`src/rtl/uart_rx_param.sv`:
```
`default_nettype none
// ============================================================================
// Module   : uart_rx_param
// Brief    : Parametrised oversampling UART receiver with valid/ack holding
//            register and parity / framing / overrun error flags.
// Revision : 1.0 - initial release
// ============================================================================
module uart_rx_param #(
  parameter int DATA_BITS  = 8,
  parameter int OVERSAMPLE = 16,
  parameter int DIV_WIDTH  = 16
) (
  input  logic                 clk,
  input  logic                 reset,
  input  logic [DIV_WIDTH-1:0] baud_div,
  input  logic [1:0]           parity_mode,
  input  logic                 stop_bits,
  input  logic                 rx,
  input  logic                 data_ack,
  output logic [DATA_BITS-1:0] data_out,
  output logic                 data_valid,
  output logic                 parity_err,
  output logic                 frame_err,
  output logic                 overrun_err,
  output logic                 busy
);

  localparam int c_TW = $clog2(OVERSAMPLE);
  localparam int c_BW = $clog2(DATA_BITS + 1);
  localparam logic [c_TW-1:0] c_TICK_HALF = c_TW'(OVERSAMPLE / 2 - 1);
  localparam logic [c_TW-1:0] c_TICK_FULL = c_TW'(OVERSAMPLE - 1);
  localparam logic [c_BW-1:0] c_BIT_LAST  = c_BW'(DATA_BITS - 1);

  localparam logic [2:0] c_IDLE   = 3'd0;
  localparam logic [2:0] c_START  = 3'd1;
  localparam logic [2:0] c_DATA   = 3'd2;
  localparam logic [2:0] c_PARITY = 3'd3;
  localparam logic [2:0] c_STOP1  = 3'd4;
  localparam logic [2:0] c_STOP2  = 3'd5;

  logic [2:0]           r_state, w_next_state;
  logic                 r_rx_meta, r_rx_sync, r_rx_prev;
  logic [1:0]           r_fill;
  logic                 r_armed;
  logic [DIV_WIDTH-1:0] r_div_cnt, r_baud;
  logic [c_TW-1:0]      r_tick_cnt;
  logic [c_BW-1:0]      r_bit_cnt;
  logic [DATA_BITS-1:0] r_shift, r_data_out;
  logic [1:0]           r_par_mode;
  logic                 r_stop2, r_par_flag, r_frame_flag;
  logic                 r_valid, r_perr, r_ferr, r_ovr;
  logic                 w_start_det, w_tick, w_sample, w_par_en, w_par_bad;
  logic                 w_busy, w_complete, w_frame_now;

  // r_armed waits until the synchroniser holds real line data and sees it high,
  // so neither the preset values nor a line stuck low can fake a start edge.
  always_ff @(posedge clk or negedge reset) begin
    if (!reset) begin
      r_rx_meta <= 1'b1;
      r_rx_sync <= 1'b1;
      r_rx_prev <= 1'b1;
      r_fill    <= 2'b00;
      r_armed   <= 1'b0;
    end else begin
      r_rx_meta <= rx;
      r_rx_sync <= r_rx_meta;
      r_rx_prev <= r_rx_sync;
      r_fill    <= {r_fill[0], 1'b1};
      r_armed   <= r_armed | (r_fill[1] & r_rx_sync);
    end
  end

  assign w_start_det = (r_state == c_IDLE) && r_armed && r_rx_prev && !r_rx_sync;
  assign w_tick      = (r_state != c_IDLE) && (r_div_cnt == r_baud);
  assign w_sample    = w_tick && (r_tick_cnt == ((r_state == c_START) ? c_TICK_HALF : c_TICK_FULL));
  assign w_par_en    = (r_par_mode == 2'b01) || (r_par_mode == 2'b10);
  assign w_par_bad   = ((^r_shift) ^ r_rx_sync) != (r_par_mode == 2'b10);

  always_ff @(posedge clk or negedge reset) begin
    if (!reset) r_state <= c_IDLE;
    else        r_state <= w_next_state;
  end

  always_comb begin
    w_next_state = r_state;
    case (r_state)
      c_IDLE:   if (w_start_det) w_next_state = c_START;
      c_START:  if (w_sample) w_next_state = r_rx_sync ? c_IDLE : c_DATA;
      c_DATA:   if (w_sample && (r_bit_cnt == c_BIT_LAST))
                  w_next_state = w_par_en ? c_PARITY : c_STOP1;
      c_PARITY: if (w_sample) w_next_state = c_STOP1;
      c_STOP1:  if (w_sample) w_next_state = r_stop2 ? c_STOP2 : c_IDLE;
      c_STOP2:  if (w_sample) w_next_state = c_IDLE;
      default:  w_next_state = c_IDLE;
    endcase
  end

  always_comb begin
    w_busy      = (r_state != c_IDLE);
    w_complete  = w_sample && (((r_state == c_STOP1) && !r_stop2) || (r_state == c_STOP2));
    w_frame_now = r_frame_flag | !r_rx_sync;
  end

  always_ff @(posedge clk or negedge reset) begin
    if (!reset) begin
      r_div_cnt    <= '0;
      r_tick_cnt   <= '0;
      r_bit_cnt    <= '0;
      r_shift      <= '0;
      r_baud       <= '0;
      r_par_mode   <= 2'b00;
      r_stop2      <= 1'b0;
      r_par_flag   <= 1'b0;
      r_frame_flag <= 1'b0;
    end else if (w_start_det) begin
      r_div_cnt    <= '0;
      r_tick_cnt   <= '0;
      r_bit_cnt    <= '0;
      r_baud       <= baud_div;
      r_par_mode   <= parity_mode;
      r_stop2      <= stop_bits;
      r_par_flag   <= 1'b0;
      r_frame_flag <= 1'b0;
    end else if (r_state == c_IDLE) begin
      r_div_cnt <= '0;
    end else begin
      r_div_cnt <= w_tick ? '0 : r_div_cnt + DIV_WIDTH'(1);
      if (w_tick) r_tick_cnt <= w_sample ? '0 : r_tick_cnt + c_TW'(1);
      if (w_sample) begin
        case (r_state)
          c_DATA: begin
            r_shift   <= {r_rx_sync, r_shift[DATA_BITS-1:1]};
            r_bit_cnt <= r_bit_cnt + c_BW'(1);
          end
          c_PARITY: r_par_flag <= w_par_bad;
          c_STOP1:  r_frame_flag <= w_frame_now;
          default:  ;
        endcase
      end
    end
  end

  // A completion coinciding with an ack is a clean hand-over, not an overrun.
  always_ff @(posedge clk or negedge reset) begin
    if (!reset) begin
      r_data_out <= '0;
      r_valid    <= 1'b0;
      r_perr     <= 1'b0;
      r_ferr     <= 1'b0;
      r_ovr      <= 1'b0;
    end else if (w_complete) begin
      r_data_out <= r_shift;
      r_valid    <= 1'b1;
      r_perr     <= r_par_flag;
      r_ferr     <= w_frame_now;
      if (r_valid) r_ovr <= !data_ack;
    end else if (data_ack && r_valid) begin
      r_valid <= 1'b0;
      r_perr  <= 1'b0;
      r_ferr  <= 1'b0;
      r_ovr   <= 1'b0;
    end
  end

  assign data_out    = r_data_out;
  assign data_valid  = r_valid;
  assign parity_err  = r_perr;
  assign frame_err   = r_ferr;
  assign overrun_err = r_ovr;
  assign busy        = w_busy;

endmodule
`default_nettype wire

```
`config.mk`:
```
export PLATFORM = sky130hd
export DESIGN_NAME = uart_rx_param
export DESIGN_NICKNAME = d
export VERILOG_FILES = /design/src/rtl/uart_rx_param.sv
export SDC_FILE = /design/constraint.sdc
export NUM_CORES = 1
export LEC_CHECK = 0
export ABC_CLOCK_PERIOD_IN_PS = 2950
export BUFFER_PORTS_ARGS = -buffer_cell sky130_fd_sc_hd__buf_2
export CAP_MARGIN = 30
export CORE_MARGIN = 2
export CORE_UTILIZATION = 40
export DETAILED_ROUTE_END_ITERATION = 8
export HOLD_SLACK_MARGIN = 0.05
export PLACE_DENSITY = 0.67
export SYNTH_ARGS = -nofsm -noshare
export SYNTH_HDL_FRONTEND = slang
export SYNTH_SLANG_ARGS = --single-unit
export TNS_END_PERCENT = 30
```
`constraint.sdc`:
```
create_clock -name clk -period 2.95 [get_ports clk]
set_input_delay 0.295 -clock clk [delete_from_list [all_inputs] [get_ports clk]]
set_output_delay 0.295 -clock clk [all_outputs]
set_load 0.03 [all_outputs]
```
* Word-level counts from Yosys, hierarchy flattened
Cells that the tools add are included.
** Storage, ports and cells
- Memories kept :: 0
- Output and inout port bits :: 13
- Input bits :: 23
- Logic and storage cells :: 113
- Bits in read-only memories :: 0
- Flip-flop bits (word level) :: 74
- Memory bits (writable) :: 0
- Bits in latches :: 0
** Operators by class
- Eq/ne operators :: 18
- Shifts and indexed selects :: 0
- Add/sub/neg operators :: 3
- Muxes and demuxes :: 36
- Bitwise operators :: 6
- Reduce and logical (&&, ||, !) cells :: 30
- Magnitude comparators :: 0
- Multiply operators :: 0
- Divide/modulo/power cells :: 0
** Operator list (number)
- two-way mux 16 bit :: 3
- two-way mux 4 bit :: 9
- two-way mux 3 bit :: 8
- case mux 3 bit (6 select lines) :: 1
- adder 16 x 1 -> 16 bit, second input constant :: 1
- equality test 16 bit :: 1
- two-way mux 1 bit :: 14
- != test 2 bit, second input constant :: 7
- nonzero test 2 bit :: 6
- logical AND 1 bit :: 9
- AND reduction 3 bit :: 3
- adder 4 x 1 -> 4 bit, second input constant :: 2
- parity 8 bit :: 1
- equality test 3 x 2 -> 1 bit, second input constant :: 2
- equality test 3 bit, second input constant :: 2
- AND reduction 6 bit :: 1
- equality test 4 x 3 -> 1 bit, second input constant :: 1
- equality test 4 bit :: 1
- AND reduction 2 bit :: 2
- AND reduction 4 bit :: 1
- equality test 3 x 1 -> 1 bit, second input constant :: 1
- zero test 1 bit :: 3
- zero test 3 bit :: 1
- nonzero test 3 bit :: 1
- 9 further kinds :: 12

* Logic depth before layout (Yosys ltp)
Gate-level depths: netlist of run 1.
- Depth in word-level cells :: 8
- Gate-level depth with buffers :: 9
- Gate-level depth less buffers :: 7

* Least setup slack after synthesis of run 1
OpenSTA, ideal clock, no wires.
- Path type :: flip-flop to flip-flop
- Start :: register r_state[1]
- End :: register r_data_out[1], in the netlist data_out[1]
- Data required time :: 2.825 ns
- Setup slack :: 0.974 ns
- Setup time :: 0.125 ns
- Clock period less this slack :: 1.976 ns
- Stages on the path, launching flop included :: 10
- Buffers on the path :: 3
- Arrival :: 1.851 ns
- Cells stage by stage :: dfrtp_1 > buf_2 > nor3b_2 > xnor2_1 > and3_1 > and3_1 > buf_4 > nand3_4 > buf_6 > mux2_4
** On the way
- Word-level cells in the longest chain between the ends :: 5
- Elaborated cells on any way between the ends :: 11
- Those cells by class :: eq/ne: 4; mux: 1; reduce/logical: 6
** Ends and longest elaborated chain
- from (decl) :: line 41 : logic [2:0] r_state, w_next_state;
- from (signal assigned) :: line 80 : if (!reset) r_state <= c_IDLE;
- from (signal assigned) :: line 81 : else r_state <= w_next_state;
- equality test 3 x 1 -> 1 bit :: line 75 : assign w_sample = w_tick && (r_tick_cnt == ((r_state == c_START) ? c_TICK_HALF : c_TICK_FULL));
- two-way mux 4 bit :: line 75
- equality test 4 bit :: line 75
- logical AND 1 bit :: line 75
- logical AND 1 bit * :: line 100 : w_complete = w_sample && (((r_state == c_STOP1) && !r_stop2) || (r_state == c_STOP2));
- to (signal assigned) :: line 152 : r_data_out <= r_shift;
- to (decl) :: line 48 : logic [DATA_BITS-1:0] r_shift, r_data_out;
Every way passes the cells marked *; elsewhere a longest branch is shown, timed or not.
A chain may end at the register's enable or synchronous reset.

* Final worst setup path of run 1
- Start :: register r_state[0]
- End :: register r_data_out[0], in the netlist data_out[0]
Same word-level chain as after synthesis.

==> flow_metrics.py, run 1 <==
metrics = {
    "layout": {
        "fillCellCount": 748,
        "instances_no_fill": 488,
        "final_nets": 405,
        "antenna_cells": 0,
        "seq_area_mm2": 0.001856,
        "layout-drive-gt1-share": 0.2063,
        "fin_area_mm2": 0.003990,
        "multiInputGateArea_mm2": 0.001498,
        "syn_to_final_growth_pct": 15.67,
    },
    "die": {
        "die_area_mm2": 0.009383,
        "fp.coreArea_mm2": 0.008299,
        "rows": 33,
        "start_util": 0.4156,
        "pin_count": 36,
        "die_y_um": 96.87,
        "die_w_um": 96.87,
    },
    "cts": {
        "cts_max_level": 3,
        "numCtsBuffers": 9,
        "cts_buffer_depth": 2,
        "cts.sinks": 74,
        "tritoncts": "yes",
        "post_cts_resized": 0,
        "clk_latency_ps": 350,
        "root_buffer": "clkbuf_8",
        "clkSlewWorstSetupHoldPaths_ps": 80,
    },
    "critical_path": {
        "worst-r2r-setup-slack_ps": 670,
        "r2r-start": "r_state[0]",
        "end_kind": "flip-flop",
        "reg2reg_depth": 6,
        "critPathMaxFanout": 11,
        "cp.arrival_ps": 2510,
        "startpoint_type": "flip-flop",
        "r2r-end": "data_out[0]",
        "crit_required_ps": 3180,
        "path_class": "reg -> reg",
    },
    "timing": {
        "hold_viol": 0,
        "timing.final.crit_period_ps": 2280,
        "relSlewSlack": 0.6255,
        "fin_hold_ws_ps": 125.7,
        "grt_setup_unrepaired": "false",
        "fmax_mhz": 438.6,
        "fin_tns_setup_ps": 0,
        "setup_violations": 0,
        "slew_violations": 0,
        "min_period_over_period": 0.7729,
        "fin_skew_ps": 6.449,
        "tightest_slew_ps": 561.7,
    },
    "global_route": {
        "gr-total-overflow": 0,
        "grt_usage": 0.1576,
        "first_global_vias": 2402,
        "grt_max_degree": 33,
        "grt.busiest_layer": "met1",
        "use_met2": 0.2228,
        "use_met1": 0.2281,
        "use_met3": 0.04624,
        "antenna_found_initial": 0,
        "grt_pass1_wl_um": 11790,
    },
    "synthesis": {
        "synth_area_mm2": 0.003450,
        "synth_top_area_frac": 0.5151,
        "synth_area_leaders": "dfrtp_1, nand2_1, xnor2_1",
        "synthArstFlopShare": 1.000,
        "dominantRegCellSynth": "dfrtp_1",
        "postSynthAreaPerCell_um2": 10.30,
        "synth_seq_cells": 74,
        "syn_inst": 335,
        "yosys.area.top_type": "dfrtp_1",
        "synth-edff-count": 0,
        "seq_area_frac_synth": 0.5379,
        "netlist-cell-type-count": 43,
        "ys_top_cells_by_count": "dfrtp_1, nand2_1, nor2_1",
        "synth_warnings": 0,
        "synth_fp_nets": 362,
    },
    "detailed_routing": {
        "firstDrtPassIters": 4,
        "vias_per_cell": 4.957,
        "drtAntennaViolNets": 0,
        "drt-initial-drc-count": 143,
        "avgRoutedWirePerCell_um": 13.73,
        "drc_errors": 0,
        "finalWirelength_um": 6701,
        "vias": 2419,
    },
    "worst_hold_path": {
        "worstHoldStart": "baud_div[8]",
        "whs_path_depth": 3,
        "hp-class": "in -> reg",
        "holdPathEnd": "r_baud[8]",
    },
    "place": {
        "globalplace.congestion": 0.7503,
        "port_buffers": 35,
        "placement.cell_area_mm2": 0.003746,
        "dp_hpwl_um": 4805,
        "dp.cells": 470,
    },
    "run": {
        "cap_viol_max_count": 0,
    },
    "power_and_ir_drop": {
        "powerDensity_mw_per_mm2": 685.7,
        "vdd_drop_max_mv": 0.2650,
        "power.leakage_nw": 1.994,
        "total_power_w": 0.002736,
    },
    "outcome": {
        "status": "finished, final reports clean",
    },
}
==> registers in the layout (all words and copies together) (netlist names), 2 cells and up, named ones only <==
name,flops
r_baud,16
r_div_cnt,16
data_out,8
r_shift,8
r_bit_cnt,4
r_tick_cnt,4
r_state,3
r_fill,2
r_par_mode,2
==> how the worst max path moves through the flow <==
stage | startpoint | endpoint | depth (start not counted)
floorplan | r_state[1] | data_out[1] | 9
global placement | r_div_cnt[7] | data_out[0] | 6
detailed placement | r_state[1] | data_out[0] | 6
CTS | r_state[0] | data_out[0] | 6
global route | r_div_cnt[8] | data_out[0] | 6
finish | r_state[0] | data_out[0] | 6
==> worst max-delay path, stage by stage, from the launching register on <==
cell	delay [ps]
dfrtp_1	500
nor3b_2	240
xnor2_1	170
and3_1	280
and3_1	350
nand3_4	250
mux2_1	370
==> where the power goes <==
group	total, W	internal, W	switching [W]
clock network	0.000853	0.000483	0.000370
logic	0.000568	0.000238	0.000330
registers	0.00132	0.00117	0.000142
==> stage by stage <==
step                utilization  setup WS [ps]
global route             0.4808          511.9
detailed placement       0.4514          702.1
floorplan                     -          973.8
global placement         0.4514          772.6
finish                   0.4808          669.9
CTS                      0.4808          679.9
==> layout by cell type (no fill, tap or decap), types with 2 or more instances in the layout <==
cell type and instances:
nand2_1 71, dfrtp_1 71, buf_2 35, nor2_1 28, xnor2_1 21, xor2_1 21
nand3_1 17, clkbuf_8 13, inv_1 9, o21ai_0 7, mux2_4 7, mux2_2 7
buf_4 7, nand4_1 6, a21oi_1 6, nor3_1 5, nor4_1 5, and3_1 5
mux2i_1 4, ha_1 4, or3_1 3, dfstp_2 3, and4_1 2, nor2b_1 2
mux2_1 2, clkinvlp_4 2, dlygate4sd3_1 2
==> repair_timing <==
item                      in CTS  in global routing
hold buffers                   2                  0
hold endpoints to repair      16                  0
setup buffers                  0                  0
==> metal layers <==
metal  wire length (µm)  part of all wire  vias to the layer above
met4                127             0.019                        0
li1                   -                 -                     1198
met3                260             0.039                       10
met5                  0                 0                        -
met1               3347              0.50                     1163
met2               2966              0.44                       48
==> final cells by class <==
type,count,share of cell area
flip-flops and latches,74,0.4650
clock buffers,13,0.04484
clock inverters,3,0.01129
well taps,105,0.03293
multi-input cells,240,0.3754
inverters,9,0.008467
repair buffers,44,0.06209
==> kinds of logic (layout without fill, tap and decap cells) <==
family,Yosys count,in the layout,share of synthesized area
AND/OR/NAND/NOR,151,151,0.2024
flip-flops,74,74,0.5379
XOR/XNOR,42,42,0.1066
AO/OA/AOI/OAI,22,22,0.03809
buffers and inverters,21,69,0.02793
multiplexers,20,20,0.07146
adder cells (fa/ha/maj),4,4,0.01451
other,1,1,0.001087
No activity file was read; power rests on OpenSTA's default activity.
==> inputs of run 2 (changes only) <==
Settings changed: ABC_CLOCK_PERIOD_IN_PS 2950 to 1900, PLACE_DENSITY 0.67 to 0.69.
Clock period 2.95 ns to 1.9 ns, I/O delays scaled along.
==> run 2 against run 1 <==
  * The run now ends with negative setup slack left
  * Clock power is 63% higher
  * Hold slack worse by 52 ps
  * Sequential share of layout area is 6.1 points lower
  * Wire length is 14% higher
  * Count of clock-buffer cells in the layout is 3 lower
  * Critical path type unchanged
  * Critical endpoint is now data_out[5]
==> flow_metrics.py, run 2 (same netlist as run 1, synthesis figures left out) <==
metrics = {
    "layout": {
        "fin_area_mm2": 0.004594,
        "antenna_cells": 0,
        "utilization": 0.5536,
        "syn_to_final_growth_pct": 33.19,
        "layout-drive-gt1-share": 0.2993,
        "top_regs": "r_baud (16), r_div_cnt (16)",
        "final_cell_mix": "nand2_1, dfrtp_1, buf_4, buf_2, nor2_1",
        "final_nets": 463,
        "instances_no_fill": 546,
    },
    "timing": {
        "grt_setup_unrepaired": "true",
        "fmax_mhz": 511.4,
        "slew_violations": 0,
        "min_period_over_period": 1.029,
        "timing.final.crit_period_ps": 1955,
        "final.setup.worst_slack_ps": -55.32,
        "hold_viol": 0,
        "fin_skew_ps": 10.80,
        "setup_violations": 15,
    },
    "critical_path": {
        "crit_required_ps": 2140,
        "path_class": "reg -> reg",
        "end_kind": "flip-flop",
        "startpoint_type": "flip-flop",
        "critPathMaxFanout": 5,
        "cp.arrival_ps": 2200,
    },
    "outcome": {
        "violations": "negative setup slack",
        "status": "finished with violations",
    },
    "global_route": {
        "first_global_vias": 2811,
        "grt_max_degree": 29,
        "grt_usage": 0.1764,
        "grt_pass1_wl_um": 13250,
        "antenna_found_initial": 0,
        "gr-total-overflow": 0,
    },
    "place": {
        "port_buffers": 35,
        "placement.cell_area_mm2": 0.004014,
        "globalplace.congestion": 0.8280,
        "dp.cells": 504,
        "dp_hpwl_um": 5145,
        "dp_slack_ps": -124.8,
    },
    "detailed_routing": {
        "wl_met2_um": 3556,
        "drc_errors": 0,
        "wl_met3_um": 308,
        "drt-initial-drc-count": 108,
        "avgRoutedWirePerCell_um": 13.96,
        "m1WireLength_um": 3637,
        "vias_per_cell": 4.846,
        "firstDrtPassIters": 4,
        "drtAntennaViolNets": 0,
        "vias": 2646,
        "top_layer": "met4",
        "finalWirelength_um": 7623,
    },
    "power_and_ir_drop": {
        "power.leakage_nw": 2.296,
        "vdd_drop_max_mv": 0.4565,
        "total_power_w": 0.004563,
        "powerDensity_mw_per_mm2": 993.1,
    },
    "cts": {
        "cts_max_level": 3,
        "root_buffer": "clkbuf_8",
        "numCtsBuffers": 9,
        "cts.sinks": 74,
        "cts_buffer_depth": 2,
        "tritoncts": "yes",
        "clkSlewWorstSetupHoldPaths_ps": 80,
        "clk_latency_ps": 360,
    },
    "die": {
        "die_w_um": 96.87,
        "die_area_mm2": 0.009383,
        "fp.coreArea_mm2": 0.008299,
        "die_y_um": 96.87,
        "pin_count": 36,
        "start_util": 0.4156,
        "rows": 33,
    },
    "run": {
        "cap_viol_max_count": 0,
    },
    "worst_hold_path": {
        "hp-class": "in -> reg",
    },
}
[run 2: cell count changes in the layout (fill, tap and decap cells not counted), sizes merged]
cell,change
clkinvlp,-1
clkinv,+3
clkbuf,-3
bufinv,+1
buf,+38
nand3,+1
dlygate4sd3,+19
[run 2: metal layers]
metal / up-vias / GRT usage
met5: - / 0
met4: 0 / 0.07801
met3: 11 / 0.04480
met2: 53 / 0.2682
met1: 1266 / 0.2391
li1: 1316 / -
[run 2: worst max-delay path: stages (launching register included)]
cell,delay (ps)
dfrtp_1,410
xor2_1,180
nor4_2,280
and3_1,240
and3_4,250
nand3_4,140
mux2_4,340
[run 2: timing repair]
item,in CTS,in global routing
cloned,2,0
hold endpoints to repair,35,0
pin swaps,7,6
setup buffers,2,1
setup endpoints to repair,20,44
hold buffers,21,0
gates resized for setup,9,15
[run 2: final timing paths]
check / from / end / slack [ps] / cells past startpoint
max: r_baud[4] / data_out[5] / -60 / 6
min: baud_div[0] / r_baud[0] / 70 / 3
max reg2reg: r_baud[4] / data_out[5] / -60 / 6
min reg2reg: r_rx_meta / r_rx_sync / 360 / 0
max in group asynchronous: reset / r_rx_prev / 970 / 3
min in group asynchronous: reset / data_out[6] / 280 / 2
[run 2: through the flow]
stage                     hold WS (ps)  setup TNS, ps
final                            73.97         -520.7
after global routing             61.07          -2123
after floorplan                 -105.6         -313.3
after detailed placement         136.3          -1336
after global placement           132.7         -581.2
after CTS                        53.33         -255.3
[run 2: power by group]
group / switching [W] / internal, W
Sequential: 0.000176 / 0.00182
Clock: 0.000609 / 0.000777
Combinational: 0.000642 / 0.000538
Total: 0.00143 / 0.00314
[run 2: layout make-up]
cell class	instances	area, µm²
Timing Repair Buffer	101	752.0
Inverter	9	33.78
Fill cell	698	3705
Clock buffer	10	137.6
Multi-Input combinational cell	241	1594
Sequential cell	74	1856
Clock inverter	6	90.09
Tap cell	105	131.4
==> inputs of run 3 (changes only) <==
Settings changed: SETUP_SLACK_MARGIN from default to 0.5.
==> run 3 against run 2 <==
  * The run still ends with negative setup slack left
  * Core utilization is 3.0 points higher
  * Via count is 4.3% higher
  * Maximum frequency rose by 1.0%
  * Clock power about the same
  * Design area increased by 5.4%
  * Global-route usage decreased by 0.14 points
  * First-iteration DRC count increased by 49%
  * Critical path type unchanged
==> flow_metrics.py, run 3 (same netlist as run 1, synthesis figures left out) <==
metrics = {
    "outcome": {
        "status": "finished with violations",
        "violations": "negative setup slack",
    },
    "global_route": {
        "grt_max_degree": 75,
        "gr-total-overflow": 0,
        "grt_pass1_wl_um": 13250,
        "antenna_found_initial": 0,
        "grt_usage": 0.1750,
        "first_global_vias": 2805,
    },
    "worst_hold_path": {
        "worstHoldStart": "baud_div[9]",
        "holdPathEnd": "r_baud[9]",
        "hp-class": "in -> reg",
        "whs_path_depth": 3,
    },
    "detailed_routing": {
        "vias": 2761,
        "firstDrtPassIters": 4,
        "drc_errors": 0,
        "vias_per_cell": 5.038,
        "drt-initial-drc-count": 161,
        "drtAntennaViolNets": 0,
        "finalWirelength_um": 8104,
        "avgRoutedWirePerCell_um": 14.79,
    },
    "layout": {
        "final_common_cell": "nand2_1",
        "antenna_cells": 0,
        "utilization": 0.5834,
        "fin_area_mm2": 0.004842,
        "fillCellCount": 672,
        "syn_to_final_growth_pct": 40.37,
        "final_nets": 465,
        "layout-drive-gt1-share": 0.3634,
        "instances_no_fill": 548,
        "final_cell_mix": "nand2_1, dfrtp_1, buf_4, buf_2, xnor2_1",
        "top_regs": "r_baud (16), r_div_cnt (16)",
    },
    "critical_path": {
        "end_kind": "flip-flop",
        "worst-r2r-setup-slack_ps": -40,
        "critPathMaxFanout": 5,
        "crit_required_ps": 2130,
        "reg2reg_depth": 6,
        "r2r-start": "r_div_cnt[4]",
        "cp.arrival_ps": 2170,
        "r2r-end": "data_out[2]",
        "path_class": "reg -> reg",
        "startpoint_type": "flip-flop",
    },
    "die": {
        "start_util": 0.4156,
        "pin_count": 36,
        "die_area_mm2": 0.009383,
        "die_y_um": 96.87,
        "die_w_um": 96.87,
        "fp.coreArea_mm2": 0.008299,
        "rows": 33,
    },
    "timing": {
        "setup_violations": 7,
        "grt_setup_unrepaired": "true",
        "hold_viol": 0,
        "fin_skew_ps": 12.29,
        "slew_violations": 0,
        "min_period_over_period": 1.019,
        "final.setup.worst_slack_ps": -35.50,
        "timing.final.crit_period_ps": 1936,
        "fmax_mhz": 516.7,
        "fin_hold_ws_ps": 68.84,
    },
    "cts": {
        "cts_max_level": 3,
        "numCtsBuffers": 9,
        "tritoncts": "yes",
        "clkSlewWorstSetupHoldPaths_ps": 80,
        "root_buffer": "clkbuf_8",
        "cts.sinks": 74,
        "clk_latency_ps": 350,
        "cts_buffer_depth": 2,
    },
    "power_and_ir_drop": {
        "power.internal_w": 0.003294,
        "powerDensity_mw_per_mm2": 1004,
        "comb_power_share": 0.305,
        "vdd_drop_max_mv": 0.4974,
        "power.share.switching": 0.3221,
        "seqPwrFrac": 0.413,
        "p_clk_frac": 0.282,
        "p_switching_w": 0.001565,
        "power.leakage_nw": 2.345,
    },
    "place": {
        "dp_hpwl_um": 4969,
        "dp.cells": 502,
        "placement.cell_area_mm2": 0.004024,
        "globalplace.congestion": 0.8263,
        "dp_slack_ps": -68.17,
        "port_buffers": 35,
    },
    "run": {
        "cap_viol_max_count": 0,
    },
}
## run 3: cell count changes in the layout (fill, tap and decap cells not counted), sizes merged
| cell | change |
|---|---|
| dlygate4sd3 | -2 |
| clkbuf | +1 |
| buf | +3 |
## run 3: layer usage
layer  GRT usage  vias to the layer above  part of all wire
met3     0.04263                       12             0.037
met2      0.2885                       70              0.49
met1      0.2263                     1351              0.46
met4     0.05959                        0             0.020
met5           0                        -                 0
li1            -                     1328                 -
## run 3: power groups by stage
| stage | registers, W | logic, W | clock network (W) |
|---|---|---|---|
| floorplan | 0.00202 | 0.000647 | 0 |
| global placement | 0.00201 | 0.00101 | 0 |
| detailed placement | 0.00202 | 0.00104 | 0 |
| CTS | 0.00200 | 0.00131 | 0.00140 |
| global route | 0.00204 | 0.00161 | 0.00147 |
| finish | 0.00201 | 0.00148 | 0.00137 |
## run 3: metrics by stage
step | TNS [ps] | power (W)
after global routing | -1491 | 0.005122
after detailed placement | -596.3 | 0.003059
after floorplan | -313.3 | 0.002663
final | -216.2 | 0.004860
after global placement | -492.5 | 0.003023
after CTS | -233.2 | 0.004714
## run 3: worst max path at each step
stage                  from      endpoint  slack (ps)  cells after the start
6_report       r_div_cnt[4]   data_out[2]         -40                      6
5_1_grt        r_div_cnt[4]  r_bit_cnt[3]        -110                      7
4_1_cts        r_div_cnt[4]   data_out[0]         -40                      6
3_5_place_dp   r_div_cnt[9]   data_out[0]         -70                      6
3_3_place_gp      r_baud[1]   data_out[0]         -70                      7
2_1_floorplan    r_state[0]   data_out[1]         -40                      9
## run 3: critical path, stage by stage, from the launching register on
cell	delay, ps
dfrtp_1	420
xor2_2	200
nor4_1	270
and3_1	230
and3_4	240
nand3_4	140
mux2_4	330
## run 3: final cells by class
cell class,instances,area [µm²],area share
clock buffer,10,137.6,0.02842
clock inverter,6,90.09,0.01860
inverter,9,33.78,0.006977
multi-input combinational,241,1759,0.3633
sequential,74,1857,0.3835
tap,105,131.4,0.02713
timing repair buffer,103,833.3,0.1721
## run 3: repair_timing
action,4_1_cts,5_1_grt
hold endpoints to repair,90,0
pin swaps,31,17
cloned,1,1
hold buffers,19,0
endpoints found under the setup margin,69,69
setup buffers,4,5
gates resized for setup,53,22
